==> src/rtl/regfile_sequencer_if.sv <==
// ----------------------------------------------------------------------------
// regfile_sequencer_if : request, register-file and execute-stage signals of the
//                        register-file sequencer.
// Rev 1.0
// ----------------------------------------------------------------------------
`default_nettype none

interface regfile_sequencer_if #(
  parameter int DATA_W = 16,
  parameter int ADDR_W = 3,
  parameter int CNT_W  = 8
);
  logic              reqValid;
  logic              reqReady;
  logic [ADDR_W-1:0] reqRs1;
  logic [ADDR_W-1:0] reqRs2;
  logic [ADDR_W-1:0] reqRd;
  logic              reqWb;
  logic [ADDR_W-1:0] readReg1;
  logic [ADDR_W-1:0] readReg2;
  logic [DATA_W-1:0] readData1;
  logic [DATA_W-1:0] readData2;
  logic [ADDR_W-1:0] writeReg;
  logic [DATA_W-1:0] writeFile;
  logic              regWrite;
  logic              opValid;
  logic              opReady;
  logic [DATA_W-1:0] operandA;
  logic [DATA_W-1:0] operandB;
  logic              resValid;
  logic [DATA_W-1:0] result;
  logic              addrErr;
  logic [CNT_W-1:0]  txnCount;

  modport master (
    input  reqValid, reqRs1, reqRs2, reqRd, reqWb,
    input  readData1, readData2, opReady, resValid, result,
    output reqReady, readReg1, readReg2, writeReg, writeFile, regWrite,
    output opValid, operandA, operandB, addrErr, txnCount
  );

  modport slave (
    output reqValid, reqRs1, reqRs2, reqRd, reqWb,
    output readData1, readData2, opReady, resValid, result,
    input  reqReady, readReg1, readReg2, writeReg, writeFile, regWrite,
    input  opValid, operandA, operandB, addrErr, txnCount
  );
endinterface

`default_nettype wire

==> src/rtl/regfile_sequencer.sv <==
// ----------------------------------------------------------------------------
// regfile_sequencer : initiator side of the register-file port; reads two
//                     operands, hands them to execute, writes the result back.
// Rev 1.0
// ----------------------------------------------------------------------------
`default_nettype none

module regfile_sequencer #(
  parameter int DATA_W   = 16,
  parameter int ADDR_W   = 3,
  parameter int NUM_REGS = 6,
  parameter int CNT_W    = 8
) (
  input  wire logic           clock,
  input  wire logic           reset_n,
  regfile_sequencer_if.master bus
);

  typedef enum logic [2:0] {
    S_IDLE    = 3'd0,
    S_READ    = 3'd1,
    S_CAPTURE = 3'd2,
    S_EXEC    = 3'd3,
    S_WAIT    = 3'd4,
    S_WRITE   = 3'd5
  } state_t;

  localparam logic [ADDR_W:0] REG_LIMIT = (ADDR_W+1)'(NUM_REGS);

  state_t            state;
  logic [ADDR_W-1:0] lat_rd;
  logic              lat_wb;
  logic              addr_bad;

  // Extra top bit keeps the compare correct even when NUM_REGS == 2**ADDR_W.
  assign addr_bad = ({1'b0, bus.reqRs1} >= REG_LIMIT) ||
                    ({1'b0, bus.reqRs2} >= REG_LIMIT) ||
                    ({1'b0, bus.reqRd}  >= REG_LIMIT);

  always_ff @(posedge clock or negedge reset_n) begin
    if (!reset_n) begin
      state         <= S_IDLE;
      lat_rd        <= '0;
      lat_wb        <= 1'b0;
      bus.reqReady  <= 1'b1;
      bus.readReg1  <= '0;
      bus.readReg2  <= '0;
      bus.writeReg  <= '0;
      bus.writeFile <= '0;
      bus.regWrite  <= 1'b0;
      bus.opValid   <= 1'b0;
      bus.operandA  <= '0;
      bus.operandB  <= '0;
      bus.addrErr   <= 1'b0;
      bus.txnCount  <= '0;
    end else begin
      case (state)
        S_IDLE: begin
          if (bus.reqValid) begin
            lat_rd <= bus.reqRd;
            lat_wb <= bus.reqWb;
            if (addr_bad) begin
              // Bad request is counted but never touches the register file.
              bus.addrErr  <= 1'b1;
              bus.txnCount <= bus.txnCount + CNT_W'(1);
            end else begin
              bus.readReg1 <= bus.reqRs1;
              bus.readReg2 <= bus.reqRs2;
              bus.reqReady <= 1'b0;
              state        <= S_READ;
            end
          end
        end
        S_READ: begin
          state <= S_CAPTURE;
        end
        S_CAPTURE: begin
          bus.operandA <= bus.readData1;
          bus.operandB <= bus.readData2;
          bus.opValid  <= 1'b1;
          state        <= S_EXEC;
        end
        S_EXEC: begin
          if (bus.opReady) begin
            bus.opValid <= 1'b0;
            state       <= S_WAIT;
          end
        end
        S_WAIT: begin
          if (bus.resValid) begin
            bus.writeFile <= bus.result;
            if (lat_wb) begin
              bus.regWrite <= 1'b1;
              bus.writeReg <= lat_rd;
              state        <= S_WRITE;
            end else begin
              bus.reqReady <= 1'b1;
              bus.txnCount <= bus.txnCount + CNT_W'(1);
              state        <= S_IDLE;
            end
          end
        end
        S_WRITE: begin
          bus.regWrite <= 1'b0;
          bus.reqReady <= 1'b1;
          bus.txnCount <= bus.txnCount + CNT_W'(1);
          state        <= S_IDLE;
        end
        default: begin
          bus.regWrite <= 1'b0;
          bus.opValid  <= 1'b0;
          bus.reqReady <= 1'b1;
          state        <= S_IDLE;
        end
      endcase
    end
  end

endmodule

`default_nettype wire

==> src/flat_wrapper.sv <==
// flat-port wrapper written by rule: the top's interface ports become plain ports
module regfile_sequencer_flat 
#(
  parameter int DATA_W   = 16,
  parameter int ADDR_W   = 3,
  parameter int NUM_REGS = 6,
  parameter int CNT_W    = 8
)
  (clock, reset_n, bus_reqValid, bus_reqRs1, bus_reqRs2, bus_reqRd, bus_reqWb, bus_readData1, bus_readData2, bus_opReady, bus_resValid, bus_result, bus_reqReady, bus_readReg1, bus_readReg2, bus_writeReg, bus_writeFile, bus_regWrite, bus_opValid, bus_operandA, bus_operandB, bus_addrErr, bus_txnCount);
  regfile_sequencer_if #(.DATA_W(DATA_W), .ADDR_W(ADDR_W), .CNT_W(CNT_W)) bus_i ();
  input  wire logic clock;
  input  wire logic reset_n;
  input wire logic [$bits(bus_i.reqValid)-1:0] bus_reqValid;
  input wire logic [$bits(bus_i.reqRs1)-1:0] bus_reqRs1;
  input wire logic [$bits(bus_i.reqRs2)-1:0] bus_reqRs2;
  input wire logic [$bits(bus_i.reqRd)-1:0] bus_reqRd;
  input wire logic [$bits(bus_i.reqWb)-1:0] bus_reqWb;
  input wire logic [$bits(bus_i.readData1)-1:0] bus_readData1;
  input wire logic [$bits(bus_i.readData2)-1:0] bus_readData2;
  input wire logic [$bits(bus_i.opReady)-1:0] bus_opReady;
  input wire logic [$bits(bus_i.resValid)-1:0] bus_resValid;
  input wire logic [$bits(bus_i.result)-1:0] bus_result;
  output wire logic [$bits(bus_i.reqReady)-1:0] bus_reqReady;
  output wire logic [$bits(bus_i.readReg1)-1:0] bus_readReg1;
  output wire logic [$bits(bus_i.readReg2)-1:0] bus_readReg2;
  output wire logic [$bits(bus_i.writeReg)-1:0] bus_writeReg;
  output wire logic [$bits(bus_i.writeFile)-1:0] bus_writeFile;
  output wire logic [$bits(bus_i.regWrite)-1:0] bus_regWrite;
  output wire logic [$bits(bus_i.opValid)-1:0] bus_opValid;
  output wire logic [$bits(bus_i.operandA)-1:0] bus_operandA;
  output wire logic [$bits(bus_i.operandB)-1:0] bus_operandB;
  output wire logic [$bits(bus_i.addrErr)-1:0] bus_addrErr;
  output wire logic [$bits(bus_i.txnCount)-1:0] bus_txnCount;
  assign bus_i.reqValid = bus_reqValid;
  assign bus_i.reqRs1 = bus_reqRs1;
  assign bus_i.reqRs2 = bus_reqRs2;
  assign bus_i.reqRd = bus_reqRd;
  assign bus_i.reqWb = bus_reqWb;
  assign bus_i.readData1 = bus_readData1;
  assign bus_i.readData2 = bus_readData2;
  assign bus_i.opReady = bus_opReady;
  assign bus_i.resValid = bus_resValid;
  assign bus_i.result = bus_result;
  assign bus_reqReady = bus_i.reqReady;
  assign bus_readReg1 = bus_i.readReg1;
  assign bus_readReg2 = bus_i.readReg2;
  assign bus_writeReg = bus_i.writeReg;
  assign bus_writeFile = bus_i.writeFile;
  assign bus_regWrite = bus_i.regWrite;
  assign bus_opValid = bus_i.opValid;
  assign bus_operandA = bus_i.operandA;
  assign bus_operandB = bus_i.operandB;
  assign bus_addrErr = bus_i.addrErr;
  assign bus_txnCount = bus_i.txnCount;
  regfile_sequencer #(.DATA_W(DATA_W), .ADDR_W(ADDR_W), .NUM_REGS(NUM_REGS), .CNT_W(CNT_W)) u_core (.clock(clock), .reset_n(reset_n), .bus(bus_i));
endmodule
==> config.mk <==
export PLATFORM = sky130hd
export DESIGN_NAME = regfile_sequencer_flat
export DESIGN_NICKNAME = d
export VERILOG_FILES = /design/src/rtl/regfile_sequencer_if.sv /design/src/rtl/regfile_sequencer.sv /design/src/flat_wrapper.sv
export SDC_FILE = /design/constraint.sdc
export NUM_CORES = 1
export LEC_CHECK = 0
export CAP_MARGIN = 10
export CORE_ASPECT_RATIO = 2
export CORE_UTILIZATION = 39
export DETAILED_ROUTE_END_ITERATION = 10
export PLACE_DENSITY_LB_ADDON = 0.1
export SLEW_MARGIN = 40
export SYNTH_ARGS = -nofsm -noshare
export SYNTH_HDL_FRONTEND = slang
export SYNTH_SLANG_ARGS = --single-unit
==> constraint.sdc <==
create_clock -name clock -period 4.7 [get_ports clock]
set_clock_uncertainty 0.1 [all_clocks]
set_input_delay 0.705 -clock clock [delete_from_list [all_inputs] [get_ports clock]]
set_output_delay 0.705 -clock clock [all_outputs]
set_load 0.02 [all_outputs]
==> reports/qor.txt, run 1 <==
final worst-path cycle share -> 51.6%
worst slew pin tran -> 678 ps
total CTS buffers -> 9
RSZ-0062 raised after global routing -> false
Die ar. -> 8160 um2
Setup Crit Path Kind -> in -> reg
Avg WL per Cell -> 15.7 um
Lkg Pwr -> 1.99 nW
WL final -> 6870 um
Multi-input gate area -> 1100 um2
sequential fraction of the synthesis area -> 62.7%
startpoint types -> primary input
htree depth -> 3
CTS tree -> built
Clock Latency Late Sink -> 330 ps
power per standard cell area -> 736 nW/um2
ratio of cells with drive above 1 in the final layout -> 24.5%
Buffers on Ports -> 131
dpl cells -> 420
Hold Vio Cnt, Final -> 0
Adder-Cell Fraction of Synth Area -> 0.412%
ANT nets after route -> 0
Initial DRT Pass Iterations -> 4
post-DP HPWL -> 5020 um
Die Wd -> 64.4 um
Yosys warning count -> 0
grt total ovfl -> 0
Synth Area in Compound Gates -> 3.71%
internal power -> 0.00231 W
arrival time worst endpoint -> 2530 ps
vias per cell -> 5.00
largest net degree at the start of global routing -> 77
fraction of power consumed by the clock network -> 19.7%
post-layout min period -> 2420 ps
post-CTS sizing -> 0
CTS clk-pin slew, worst paths -> 60 ps
Seq pwr share -> 34.1%
ys async rst share -> 100%
Comb power frac -> 46.2%
vias in the first global route -> 2,366
Max Slew Vio Count -> 0
FF+latch area -> 1900 um2
maxcap violations -> 0
combinational family with the most area after synthesis -> multiplexers
XOR/XNOR Fraction of Synth Area -> 2.02%
Post-synth EDFFs -> 0
area delta synth->final -> 56.7%
Synth cell types -> 36
FILL cells -> 618
first-pass GRT wire length -> 11,300 um
most common cell after layout, fill and taps aside -> clkdlybuf4s50_1
simple logic cell fraction of the synthesized area -> 6.84%
Placement Rows -> 45
Avg Inst Size Synth -> 15.1 um2
# diodes -> 0
Slew headroom -> 54.8%
#FFs+latches synth -> 76
crit-path max FO -> 6
chip height -> 127 um
fin nets -> 402
DR iter-0 viols -> 91
Non-Filler Instances -> 437
Setup crit end kind -> flip-flop
antenna violations before repair -> 0
Hold WC Path Type -> in -> async
Cell Area, Synth -> 3040 um2
outcome -> finished clean
switching power -> 0.00119 W
ys flop type -> dfrtp_1
DRC Markers -> 0
# IOs -> 132
# Post-CTS Setup Buffers -> 0
Mapped Cells -> 201
switching share of power -> 34.1%
clock tree buffer depth -> 2
setup_tns -> 0 ps
initial core utilization -> 40.2%
routability cong. -> 0.817
# setup viols final -> 0
fmax -> 413 MHz
peak supply drop -> 0.000395 V
Req. time, crit path -> 4810 ps
commonest cells after routing, fill and taps aside -> clkdlybuf4s50_1 (130), dfrtp_1 (75), mux2_2 (62), clkbuf_16 (9), nand2_1 (6)
Core ar. -> 7540 um2
mux contribution to synthesized area -> 23.0%
clock root buffer -> clkbuf_16
Clock Sink Count -> 76
Mapped Nets -> 265
hold buffers post-CTS -> 0
Vias -> 2,185
GRT Overall Usage -> 18.4%
## kinds of logic after synthesis
group           Yosys count
flops                    76
fa+ha+maj                 1
compound gates           14
xor+xnor                  7
simple gates             32
mux                      62
buf+inv                   9
## cells in the mapped netlist (2+ instances only)
master | instances | share of area (%)
dfrtp_1 | 75 | 62
mux2_2 | 62 | 23
buf_2 | 6 | 0.99
nand2_1 | 6 | 0.74
xnor2_1 | 5 | 1.4
nand2b_1 | 3 | 0.62
nand4_1 | 3 | 0.62
nor2b_1 | 3 | 0.62
nor3_1 | 3 | 0.49
a21o_1 | 2 | 0.49
and3_1 | 2 | 0.41
and4b_1 | 2 | 0.66
clkbuf_1 | 2 | 0.25
nand3_1 | 2 | 0.33
nor4b_1 | 2 | 0.58
o22a_1 | 2 | 0.58
xor2_1 | 2 | 0.58
## power by group through the flow
stage	logic, W	clock network (W)	registers (W)
global route	0.00172	0.000743	0.00124
CTS	0.00164	0.000712	0.00120
floorplan	0.000566	0	0.00150
global placement	0.00162	0	0.00119
detailed placement	0.00164	0	0.00121
finish	0.00162	0.000690	0.00120
## flip-flops by register name (all words and copies together) (netlist names)
| signal | flops |
|---|---|
| u_core.bus.operandA | 16 |
| u_core.bus.readReg1 | 3 |
| u_core.bus.reqReady | 1 |
| u_core.bus.txnCount | 8 |
| u_core.bus.writeReg | 3 |
| u_core.bus.opValid | 1 |
| u_core.bus.writeFile | 16 |
| u_core.bus.addrErr | 1 |
| u_core.state | 3 |
| u_core.bus.operandB | 16 |
| u_core.bus.regWrite | 1 |
| u_core.lat_rd | 3 |
| u_core.bus.readReg2 | 3 |
| u_core.lat_wb | 1 |
## through the flow
stage	hold slack (ps)	power, W	setup slack [ps]	instance area [um2]	utilization [%]
6_report	305	0.00350	2280	4760	63.1
3_5_place_dp	365	0.00285	1780	4450	59.0
2_1_floorplan	309	0.00207	2550	3040	-
4_1_cts	324	0.00356	2140	4750	63.0
5_1_grt	357	0.00371	2210	4760	63.1
3_3_place_gp	365	0.00281	1830	4450	58.9
## worst paths after layout
kind	startpoint	end	slack, ps	cells past startpoint
max	bus_reqValid	u_core.bus.txnCount[4]	2280	5
max reg2reg	u_core.state[1]	u_core.bus.txnCount[4]	2500	4
min in group clock	u_core.bus.opValid	u_core.bus.opValid	380	1
min reg2reg	u_core.bus.opValid	u_core.bus.opValid	380	1
max in group asynchronous	reset_n	u_core.bus.writeFile[15]	3740	1
min	reset_n	u_core.bus.readReg1[0]	300	1
## layer usage
metal  share of wire (%)  track usage (%)  vias up  wire (um)
met2                  55             32.6       81       3800
li1                    -                -     1000          -
met3                 6.6             6.65       15        450
met1                  36             19.0     1089       2460
met5                   0                0        -          0
met4                 2.3             7.97        0        157
## critical path, cell delays in order
cell	delay [ps]
clkdlybuf4s50_1	500
or4b_1	600
o32ai_1	370
nand4_1	190
xnor2_1	170
## layout make-up
cell class / count / share of cell area [%]
multi-input cells: 116 / 23.1
inverters: 1 / 0.0789
well taps: 94 / 2.47
clock inverters: 4 / 0.999
flip-flops and latches: 76 / 40.0
clock buffers: 12 / 5.39
repair buffers: 134 / 28.0
(Power assumes the default switching activity.)
==> run 2, diff against run 1 <==
clock period = 2.43 ns   (was 4.7 ns; I/O delays follow)
==> reports/qor.txt, run 2 (synthesis gave the netlist of run 1 again) <==
vias in the first global route -> 2,410
Die ar. -> 8160 um2
CTS tree -> built
first-pass GRT wire length -> 11,300 um
Buffers on Ports -> 131
Avg WL per Cell -> 16.1 um
crit path cell chain -> or4b_1 -> o32ai_1 -> nand4_1 -> xnor2_1
final worst-path cycle share -> 87.2%
# setup viols final -> 0
Setup crit end kind -> flip-flop
peak supply drop -> 0.000735 V
chip height -> 127 um
Die Wd -> 64.4 um
CTS clk-pin slew, worst paths -> 50 ps
crit-path max FO -> 11
post-DP HPWL -> 5230 um
outcome -> finished clean
fin nets -> 406
maxcap violations -> 0
grt total ovfl -> 0
Placement Rows -> 45
post-CTS sizing -> 0
Hold WC Path Type -> in -> async
total power -> 0.00673 W
worst slew pin tran -> 677 ps
GRT Overall Usage -> 18.6%
clock root buffer -> clkbuf_16
area delta synth->final -> 57.8%
Slowest cell on crit path -> or4b_1
fmax -> 472 MHz
Clock Sink Count -> 76
arrival time worst endpoint -> 2230 ps
hold buffers post-CTS -> 1
DRC Markers -> 0
htree depth -> 3
Initial DRT Pass Iterations -> 6
# diodes -> 0
largest net degree at the start of global routing -> 56
initial core utilization -> 40.2%
WL final -> 7090 um
CP bufs+invs -> 0
post-layout min period -> 2120 ps
RSZ-0062 raised after global routing -> false
# IOs -> 132
antenna violations before repair -> 0
Vias -> 2,204
setup_tns -> 0 ps
DR iter-0 viols -> 62
FILL cells -> 628
total CTS buffers -> 9
Top Registers -> u_core.bus.operandA x16, u_core.bus.operandB x16, u_core.bus.writeFile x16
Lkg Pwr -> 2.01 nW
clock tree buffer depth -> 2
Max Slew Vio Count -> 0
Core ar. -> 7540 um2
CP top delay family -> simple AND/OR/NAND/NOR gates
ratio of cells with drive above 1 in the final layout -> 24.3%
power per standard cell area -> 1400 nW/um2
ANT nets after route -> 0
Clock Latency Late Sink -> 330 ps
commonest cells after routing, fill and taps aside -> clkdlybuf4s50_1 (130), dfrtp_1 (75), mux2_2 (62), clkbuf_16 (9), nand2_1 (6)
Setup Crit Path Kind -> reg -> reg
Hold Vio Cnt, Final -> 0
Req. time, crit path -> 2540 ps
vias per cell -> 5.02
# Post-CTS Setup Buffers -> 0
routability cong. -> 0.860
Crit path largest cell delay -> 620 ps
most common cell after layout, fill and taps aside -> clkdlybuf4s50_1
Slew headroom -> 54.7%
startpoint types -> flip-flop
[run 2: report_power, final]
group / internal, W / leakage, nW / total [W] / switching [W]
registers: 0.00189 / 0.912 / 0.00229 / 0.000400
clock network: 0.000738 / 0.132 / 0.00120 / 0.000467
logic: 0.00177 / 0.961 / 0.00323 / 0.00146
[run 2: worst reg2reg max path: cells and delay by family (launching register included)]
kind,cells,cell delay [ps]
xor gates and xnor gates,1,170
AOI/OAI and AO/OA,1,380
DFF,1,530
and+or+nand+nor,2,830
[run 2: metrics by stage]
| stage | cells | util [%] | hold slack (ps) | cell area, um2 | setup WS, ps |
|---|---|---|---|---|---|
| after floorplan | 201 | - | -31.1 | 3040 | 592 |
| final | 439 | 63.5 | 372 | 4790 | 311 |
| after global placement | 424 | 59.8 | 171 | 4510 | 145 |
| after detailed placement | 424 | 59.8 | 170 | 4510 | 61.0 |
| after global routing | 439 | 63.5 | 397 | 4790 | 235 |
| after CTS | 439 | 63.5 | 362 | 4790 | 312 |
[run 2: cell type report]
type                    instances  area (um2)  share of cell area [%]
well taps                      94         118                    2.45
clock buffers                  13         260                    5.43
clock inverters                 1        8.76                   0.183
inverters                       1        3.75                  0.0783
repair buffers                138        1400                    29.2
flip-flops and latches         76        1900                    39.7
multi-input cells             116        1100                    22.9
[run 2: final timing paths]
path / endpoint / cells past startpoint / slack, ps / startpoint
worst min register to register: u_core.bus.addrErr / 1 / 370 / u_core.bus.addrErr
max in group asynchronous: u_core.bus.reqReady / 3 / 1230 / reset_n
worst min-delay path: u_core.bus.txnCount[0] / 2 / 370 / reset_n
worst max register to register: u_core.bus.txnCount[4] / 4 / 310 / u_core.state[0]
min in group clock: u_core.bus.addrErr / 1 / 370 / u_core.bus.addrErr
worst max-delay path: u_core.bus.txnCount[4] / 4 / 310 / u_core.state[0]
[run 2: routing by layer]
layer | track usage, % | share of wire [%] | vias to the layer above
li1 | - | - | 1003
met1 | 18.6 | 34 | 1097
met2 | 33.3 | 57 | 87
met3 | 5.94 | 6.4 | 17
met4 | 9.80 | 2.8 | 0
met5 | 0 | 0 | -
==> run 3, diff against run 2 <==
CORE_UTILIZATION = 38   (was 39)
MAX_ROUTING_LAYER = met4   (was default)
clock period = 1.78 ns   (was 2.43 ns; I/O delays follow)
==> reports/qor.txt, run 3 (synthesis gave the netlist of run 1 again) <==
crit-path max FO -> 8
Initial DRT Pass Iterations -> 4
Top Registers -> u_core.bus.operandA x16, u_core.bus.operandB x16, u_core.bus.writeFile x16
M1 wire length -> 2870 um
Hold WC Path Type -> in -> async
commonest cells after routing, fill and taps aside -> clkdlybuf4s50_1 (127), dfrtp_1 (75), mux2_2 (48), buf_4 (20), mux2_4 (14)
post-layout min period -> 1780 ps
Core ar. -> 7660 um2
Slew headroom -> 67.8%
Req. time, crit path -> 1900 ps
startpoint types -> flip-flop
outcome -> finished with violations
GRT Overall Usage -> 19.6%
clock root buffer -> clkbuf_16
post-DP HPWL -> 5530 um
setup_tns -> -2.34 ps
DR iter-0 viols -> 93
Clock Sink Count -> 76
Max Slew Vio Count -> 0
# diodes -> 0
Setup crit end kind -> flip-flop
Die Wd -> 65.2 um
DRC Markers -> 0
Placement Rows -> 45
largest net degree at the start of global routing -> 34
vias per cell -> 5.02
# setup viols final -> 1
Die ar. -> 8370 um2
fin nets -> 429
arrival time worst endpoint -> 1900 ps
placed inst area -> 4610 um2
FF-to-FF Start -> u_core.state[2]
routed wl met2 -> 4620 um
chip height -> 128 um
clock tree buffer depth -> 2
worst slew pin tran -> 479 ps
grt total ovfl -> 0
fmax -> 561 MHz
CTS clk-pin slew, worst paths -> 60 ps
Highest Signal Layer -> met4
most common cell after layout, fill and taps aside -> clkdlybuf4s50_1
CTS tree -> built
ratio of cells with drive above 1 in the final layout -> 31.9%
Clock Latency Late Sink -> 330 ps
routability cong. -> 0.804
Non-Filler Instances -> 464
violated checks -> negative setup slack
Setup Crit Path Kind -> reg -> reg
total CTS buffers -> 9
first-pass GRT wire length -> 11,600 um
WL final -> 8100 um
area delta synth->final -> 70.8%
final worst-path cycle share -> 100%
# IOs -> 132
Lkg Pwr -> 2.25 nW
RSZ-0062 raised after global routing -> true
Avg WL per Cell -> 17.5 um
setup ws final -> -2.34 ps
Final Util -> 67.7%
Post-Layout Inst Area -> 5190 um2
dpl cells -> 438
Routed met3 length -> 445 um
worst setup path startpoint -> u_core.state[2]
ANT nets after route -> 0
vias in the first global route -> 2,390
maxcap violations -> 0
Vias -> 2,329
peak supply drop -> 0.00117 V
htree depth -> 3
Buffers on Ports -> 131
initial core utilization -> 39.7%
power per standard cell area -> 1970 nW/um2
antenna violations before repair -> 0
Hold Vio Cnt, Final -> 0
[run 3: changes by cell type in the layout (fill, tap and decap cells not counted), sizes merged]
cell and change:
buf +21, clkinv +2, bufinv +2, dlymetal6s2s +1, clkdlybuf4s50 -3, dlygate4sd2 +2
[run 3: layout make-up]
class,count,area [um2]
Clock buffer,11,243
Clock inverter,5,75.1
Fill cell,617,2470
Inverter,1,3.75
Multi-Input combinational cell,116,1220
Sequential cell,76,1900
Tap cell,94,118
Timing Repair Buffer,161,1630
[run 3: what timing repair did]
item / CTS / global route
pin swaps: 0 / 5
hold endpoints to repair: 26 / 0
setup buffers: 1 / 5
gates resized for setup: 7 / 28
endpoints found under the setup margin: 14 / 46
hold buffers: 1 / 0
gates cloned: 0 / 3
[run 3: critical path: stages, from the launching register on]
cell and delay [ps]:
dfrtp_1 420, buf_6 150, buf_8 120, nor3b_4 230
buf_6 150, clkbuf_16 160, mux2_2 330
[run 3: power by group]
part           internal (W)  leakage [nW]  switching [W]  total (W)
Clock               0.00126         0.159       0.000679    0.00194
Combinational       0.00292          1.17        0.00229    0.00521
Sequential          0.00258         0.912       0.000492    0.00308
[run 3: worst paths after layout]
path                                            to  cells past startpoint  slack [ps]
hold / removal              u_core.bus.txnCount[3]                      2         300
min in group clock              u_core.bus.opValid                      1         380
max in group asynchronous  u_core.bus.operandA[10]                      3         650
hold reg to reg                 u_core.bus.opValid                      1         380
setup / recovery           u_core.bus.operandA[12]                      6          -2
setup reg to reg           u_core.bus.operandA[12]                      6          -2
[run 3: metal layers]
layer	global-route usage (%)	up-vias
met3	4.61	16
met5	-	-
met4	9.59	0
met2	34.1	90
met1	20.1	1164
li1	-	1059
[run 3: stage by stage]
stage          hold slack (ps)  setup WS (ps)  total power (W)
2_1_floorplan             -129          -58.4          0.00546
3_3_place_gp               119           -408          0.00767
3_5_place_dp               125           -431          0.00774
4_1_cts                    315           2.74          0.00978
5_1_grt                    335          -47.3           0.0107
6_report                   302          -2.34           0.0102
